## config.mk

```make
export PLATFORM = sky130hd
export DESIGN_NAME = mul_sequencer
export DESIGN_NICKNAME = d
export VERILOG_FILES = /design/src/rtl/mul_sequencer_pkg.sv /design/src/rtl/mul_sequencer.sv
export SDC_FILE = /design/constraint.sdc
export NUM_CORES = 1
export LEC_CHECK = 0
export ABC_AREA = 1
export BUFFER_PORTS_ARGS = -buffer_cell sky130_fd_sc_hd__buf_2
export CORE_MARGIN = 2
export CORE_UTILIZATION = 25
export CTS_CLUSTER_DIAMETER = 50
export DETAILED_ROUTE_END_ITERATION = 12
export HOLD_SLACK_MARGIN = 0.12
export SETUP_SLACK_MARGIN = 0.02
export SYNTH_ARGS = -nofsm -noshare
export SYNTH_HDL_FRONTEND = slang
export SYNTH_SLANG_ARGS = --single-unit
```

## constraint.sdc

```tcl
create_clock -name clk -period 2.52 [get_ports clk]
set_input_delay 0.378 -clock clk [delete_from_list [all_inputs] [get_ports clk]]
set_output_delay 0.378 -clock clk [all_outputs]
set_load 0.005 [all_outputs]
```

## src/rtl/mul_sequencer_pkg.sv

```systemverilog
// mul_sequencer_pkg: shared FSM states, EXE command codes and status bit positions for the multiply sequencer.
package mul_sequencer_pkg;
  typedef logic [1:0] state_t;
  localparam state_t ST_IDLE = 2'd0;
  localparam state_t ST_ITER = 2'd1;
  localparam state_t ST_ACC  = 2'd2;
  localparam state_t ST_DONE = 2'd3;
  localparam logic [3:0] EXE_NOP = 4'b0000;
  localparam logic [3:0] EXE_MOV = 4'b0001;
  localparam logic [3:0] EXE_ADD = 4'b0010;
  localparam logic [3:0] EXE_SUB = 4'b0100;
  localparam int STAT_Z = 3;
  localparam int STAT_C = 2;
  localparam int STAT_N = 1;
  localparam int STAT_V = 0;
  function automatic logic [3:0] nz_flags(input logic [31:0] v);
    logic [3:0] f;
    f = '0;
    f[STAT_Z] = (v == '0);
    f[STAT_N] = v[31];
    return f;
  endfunction
endpackage

```

## src/rtl/mul_sequencer.sv

```systemverilog
// mul_sequencer: shift-add MUL controller driving the external EXE-stage ALU; MLA (accumulate/acc ports, ACC state) only when MUL_ACC_EN is defined.
module mul_sequencer
  import mul_sequencer_pkg::*;
#(
  parameter int WIDTH = 32
) (
  input  logic             clk,
  input  logic             rst,
  input  logic             start,
  input  logic [WIDTH-1:0] op_a,
  input  logic [WIDTH-1:0] op_b,
  input  logic             set_flags,
`ifdef MUL_ACC_EN
  input  logic             accumulate,
  input  logic [WIDTH-1:0] acc,
`endif
  output logic             busy,
  output logic             done,
  output logic [WIDTH-1:0] result,
  output logic [3:0]       status,
  output logic             flags_we,
  output logic [WIDTH-1:0] alu_in1,
  output logic [WIDTH-1:0] alu_in2,
  output logic [3:0]       alu_cmd,
  output logic             alu_c,
  input  logic [WIDTH-1:0] alu_result
);
  state_t           state_q, state_d;
  logic [WIDTH-1:0] prod_q, prod_d, mcand_q, mcand_d, mplier_q, mplier_d, result_q, result_d;
  logic [3:0]       status_q, status_d;
  logic             sf_q, sf_d, go_acc, last;
`ifdef MUL_ACC_EN
  logic             acc_en_q, acc_en_d;
  logic [WIDTH-1:0] acc_q, acc_d;
`endif

  assign busy     = (state_q == ST_ITER) || (state_q == ST_ACC);
  assign done     = (state_q == ST_DONE);
  assign flags_we = done & sf_q;
  assign result   = result_q;
  assign status   = status_q;
  assign alu_c    = 1'b0;
  assign last     = (mplier_q[WIDTH-1:1] == '0);

  always_comb begin
    state_d  = state_q;
    prod_d   = prod_q;
    mcand_d  = mcand_q;
    mplier_d = mplier_q;
    sf_d     = sf_q;
    result_d = result_q;
    status_d = status_q;
`ifdef MUL_ACC_EN
    acc_en_d = acc_en_q;
    acc_d    = acc_q;
    go_acc   = acc_en_q;
`else
    go_acc   = 1'b0;
`endif
    alu_cmd  = busy ? EXE_ADD : EXE_NOP;
    alu_in1  = busy ? prod_q : '0;
    alu_in2  = (state_q == ST_ITER && mplier_q[0]) ? mcand_q : '0;
`ifdef MUL_ACC_EN
    if (state_q == ST_ACC) alu_in2 = acc_q;
`endif
    if (!busy) begin
      state_d = start ? ST_ITER : ST_IDLE;
      if (start) begin
        prod_d   = '0;
        mcand_d  = op_a;
        mplier_d = op_b;
        sf_d     = set_flags;
`ifdef MUL_ACC_EN
        acc_en_d = accumulate;
        acc_d    = acc;
`endif
      end
    end else begin
      prod_d = alu_result;
      if (state_q == ST_ITER) begin
        mcand_d  = mcand_q << 1;
        mplier_d = mplier_q >> 1;
      end
      // the final product is latched here so result holds across later idle cycles
      if (state_q == ST_ACC || (last && !go_acc)) begin
        state_d  = ST_DONE;
        result_d = alu_result;
        status_d = nz_flags(alu_result);
      end else if (last) begin
        state_d = ST_ACC;
      end
    end
  end

  always_ff @(posedge clk) begin
    if (rst) begin
      state_q  <= ST_IDLE;
      prod_q   <= '0;
      mcand_q  <= '0;
      mplier_q <= '0;
      sf_q     <= 1'b0;
      result_q <= '0;
      status_q <= '0;
`ifdef MUL_ACC_EN
      acc_en_q <= 1'b0;
      acc_q    <= '0;
`endif
    end else begin
      state_q  <= state_d;
      prod_q   <= prod_d;
      mcand_q  <= mcand_d;
      mplier_q <= mplier_d;
      sf_q     <= sf_d;
      result_q <= result_d;
      status_q <= status_d;
`ifdef MUL_ACC_EN
      acc_en_q <= acc_en_d;
      acc_q    <= acc_d;
`endif
    end
  end
endmodule

```

Word-level counts from Yosys, hierarchy flattened. Cells that the tools add are included.

Bits in registers: 133. Input bits: 100.

Equality and inequality tests: 5. Mux-type cells: 15. Bitwise gates (word level): 2. Reduce and logical (&&, ||, !) cells: 9.

Operators with widths (number): 2-to-1 mux 32 bit (10); zero test 32 bit (1); zero test 31 bit (1); 2-to-1 mux 2 bit (4); AND reduction 2 bit (3); == test 2 bit (second input constant) (2); inequality test 3 x 1 -> 1 bit (second input constant) (1); == test 2 x 1 -> 1 bit (second input constant) (1); logical OR 1 bit (2); inequality test 2 x 1 -> 1 bit (second input constant) (1); nonzero test 2 bit (1); bitwise AND 1 bit (1); logical AND 1 bit (1); 2-to-1 mux 1 bit (1); NOT 1 bit (1).

Depth between registers and ports, before layout.
Depth after elaboration: 4. Mapped depth: 10.

Worst setup path after synthesis. Ideal clock, no wire load.

Path kind: reg2out. Start: register state_q[0]. End: output alu_cmd[1]. Arrival time: 1.391 ns. Data required time: 2.142 ns. Slack: 0.751 ns. Cell stages (with the launch flop): 7. Buffers on the path: 3. Path through: dfxtp_1 > inv_1 > ha_1 > buf_4 > inv_2 > clkbuf_1 > buf_4.

Longest elaborated chain between the ends: 3.

RTL lines: start: declaration (line mul_sequencer.sv:28) `state_t state_q, state_d;`; start signal: assignment (line mul_sequencer.sv:109) `state_q <= state_d;`; == test 2 x 1 -> 1 bit / == test 2 bit (equally long branches) (line mul_sequencer.sv:37) `assign busy = (state_q == ST_ITER) || (state_q == ST_ACC);`; logical OR 1 bit * (line mul_sequencer.sv:37); via busy (line mul_sequencer.sv:17) `output logic busy,`; 2-to-1 mux 2 bit * (line mul_sequencer.sv:60) `alu_cmd = busy ? EXE_ADD : EXE_NOP;`; end: declaration (line mul_sequencer.sv:24) `output logic [3:0] alu_cmd,`.

The timed path passes the listed nets; every way through them passes the cells marked *.

Final worst setup path.
Start: register state_q[0]. End: output alu_in1[0].

Longest elaborated chain between the ends: 3.

RTL lines: == test 2 x 1 -> 1 bit / == test 2 bit (equally long branches) (line mul_sequencer.sv:37); logical OR 1 bit * (line mul_sequencer.sv:37); 2-to-1 mux 32 bit * (line mul_sequencer.sv:61) `alu_in1 = busy ? prod_q : '0;`; end: declaration (line mul_sequencer.sv:22) `output logic [WIDTH-1:0] alu_in1,`.

Mark *: on every way between the ends. The rest lies on a longest branch, timed or not.

==> impl_metrics.env <==
export IMPL_synth_area_mm2=0.005992
export IMPL_cap_violations=0
export IMPL_max_freq_mhz=425.8
export IMPL_crit_path_start_kind="register"
export IMPL_grt_pass1_wl_um=28790
export IMPL_required_ns=2.14
export IMPL_drive_gt1_share_pct=23.72
export IMPL_synth_ff_type="dfxtp_1"
export IMPL_relSlewSlack_pct=60.48
export IMPL_ff_latch_area_mm2=0.002643
export IMPL_maxSlewViolCount=0
export IMPL_r2r_start="state_q[0]"
export IMPL_grt_overflow_total=0
export IMPL_die_y_um=158.8
export IMPL_worstPathMaxFanout=77
export IMPL_tritoncts="built"
export IMPL_fin_worst_skew_ns=0.01179
export IMPL_clockBufferDepth=2
export IMPL_cts_root_buffer="clkbuf_16"
export IMPL_wl_um=17590
export IMPL_clkTransAtPathRegs_ns=0.06
export IMPL_critPathArrivalTime_ns=1.97
export IMPL_min_from="alu_result[26]"
export IMPL_period_needed_ns=2.349
export IMPL_first_global_vias=5546
export IMPL_vias=6014
export IMPL_stdcell_count=1378
export IMPL_wl_met1_um=8526
export IMPL_ant_nets=0
export IMPL_min_path_type="input pin to register"
export IMPL_multi_input_area_mm2=0.002599
export IMPL_ir_worst_vdd_mv=0.3119
export IMPL_fillerInstances=2558
export IMPL_htreeDepth=4
export IMPL_place_gp_congestion=0.7542
export IMPL_io_pins=208
export IMPL_grt_setup_unrepaired="no"
export IMPL_fp_coreArea_mm2=0.02347
export IMPL_setup_viol=0
export IMPL_drc=0
export IMPL_wl_met3_um=1213
export IMPL_place_worst_setup_slack_ns=0.3735
export IMPL_area_growth_pct=30.34
export IMPL_grt_max_degree=125
export IMPL_async_flop_share_pct=0
export IMPL_top_layer="met4"
export IMPL_r2r_setup_slack_ns=0.41
export IMPL_wl_per_cell_um=12.76
export IMPL_worstHoldEndpoint="prod_q[26]"
export IMPL_viasPerCell=4.364
export IMPL_startpoint="state_q[0]"
export IMPL_synth_edf_count=0
export IMPL_synth_distinct_cells=23
export IMPL_path_class="register to output port"
export IMPL_drt_iter0_drc=309
export IMPL_initial_core_util_pct=25.53
export IMPL_layout_commonest_cell="nand2_1"
export IMPL_fin_tns_setup_ns=0
export IMPL_hpwlAfterDp_um=12100
export IMPL_yosysSeqAreaShare_pct=44.10
export IMPL_rr_worst_depth=10
export IMPL_firstDrtPassIters=5
export IMPL_setup_ws_ns=0.1712
export IMPL_wl_met2_um=7755
export IMPL_die_w_um=158.8
export IMPL_insertion_delay_ns=0.41
export IMPL_yosys_warnings=0
export IMPL_grt_usage_pct=13.99
export IMPL_end_kind="output port"
export IMPL_fin_crit_sh_pct=93.21
export IMPL_powerDensity_mw_per_mm2=686.2
export IMPL_io_buffers=201
export IMPL_finalHoldViolCount=0
export IMPL_fin_hold_ws_ns=0.2160
export IMPL_power_leakage_nw=3.786
export IMPL_reg2reg_to="mplier_q[7]"
export IMPL_grt_antenna_before_repair=1
export IMPL_die_area_mm2=0.02522
export IMPL_hold_depth=2
export IMPL_syn_avg_cell_area_um2=6.848
export IMPL_tightestPinTransition_ns=0.5929
export IMPL_ys_seq_elements=132
export IMPL_dp_cells=1345
export IMPL_finalNetCount=1148
export IMPL_final_cell_mix="nand2_1 (216), buf_2 (201), nor2_1 (158)"
export IMPL_status="finished, final reports clean"
export IMPL_cts_num_sinks=132
export IMPL_cts_made_buffers=17
export IMPL_syn_inst=875
export IMPL_rows=56
export IMPL_post_cts_buffers=0
-- logic make-up (layout without fill, tap and decap cells) --
group | count (synthesis) | after routing | synth area share, %
DFF | 132 | 132 | 44.10
and+or+nand+nor | 385 | 385 | 24.43
adders and majority gates | 3 | 3 | 0.6265
AOI/OAI and AO/OA | 164 | 164 | 17.64
buffers and inverters | 190 | 368 | 13.13
other | 1 | 7 | 0.06258
-- state kept, by name (all words and copies together), names as in the netlist --
register,flops
mcand_q,32
state_q,2
result,31
prod_q,32
sf_q,1
status,2
mplier_q,32
-- routing by layer --
layer  track usage [%]  vias up
met3             4.127        6
met4             3.420        0
li1                  -     3098
met1             19.15     2695
met2             21.56      215
met5                 0        -
-- Yosys cell counts, types with 5 or more instances --
| cell type | count | area share [%] |
|---|---|---|
| clkbuf_1 | 38 | 2.4 |
| o32ai_1 | 13 | 1.9 |
| a32o_1 | 19 | 3.2 |
| buf_4 | 9 | 1.1 |
| nor3_1 | 5 | 0.42 |
| a31oi_1 | 62 | 6.5 |
| buf_2 | 14 | 1.2 |
| dfxtp_1 | 132 | 44 |
| nand2_1 | 216 | 14 |
| inv_1 | 121 | 7.6 |
| o21ai_0 | 65 | 5.4 |
| nor2_1 | 160 | 10 |
-- worst max-delay path by stage --
stage	to	slack [ns]	cells after the start
finish	alu_in1[0]	0.17	5
floorplan	alu_cmd[1]	0.75	6
CTS	alu_in1[6]	0.14	5
global placement	prod_q[8]	0.43	6
global route	alu_in1[6]	0.05	5
detailed placement	prod_q[8]	0.37	6
-- what timing repair did --
action                                  CTS  global route
endpoints found under the setup margin   32             0
hold buffers                              0             0
gates resized for setup                   2             0
-- per-stage QoR --
step                power, mW  util, %  area [um^2]
floorplan               2.749        -         6011
global placement        2.981    30.79         7228
detailed placement      2.989    30.79         7228
CTS                     5.445    33.26         7807
global route            5.644    33.26         7807
finish                  5.359    33.27         7810
-- final cells by class --
type,count,share of cell area [%]
Clock buffer,23,5.992
Timing Repair Buffer,214,14.55
Sequential cell,132,33.84
Tap cell,319,5.111
Clock inverter,9,1.330
Antenna cell,1,0.03204
Inverter,122,5.880
Multi-Input combinational cell,558,33.27
-- report_power, final --
part           total, mW  switching (mW)  leakage [nW]  internal [mW]
sequential          2.31          0.0889          1.08           2.22
clock               2.42           0.913         0.277           1.50
combinational      0.628           0.395          2.43          0.233
total               5.36            1.40          3.79           3.96
-- worst max-delay path, stage by stage (launching register included) --
cell and delay (ns):
dfxtp_1 0.36, inv_1 0.10, ha_4 0.29, buf_6 0.48, nor2_1 0.15, buf_2 0.16
No activity file was read; power rests on OpenSTA's default activity.
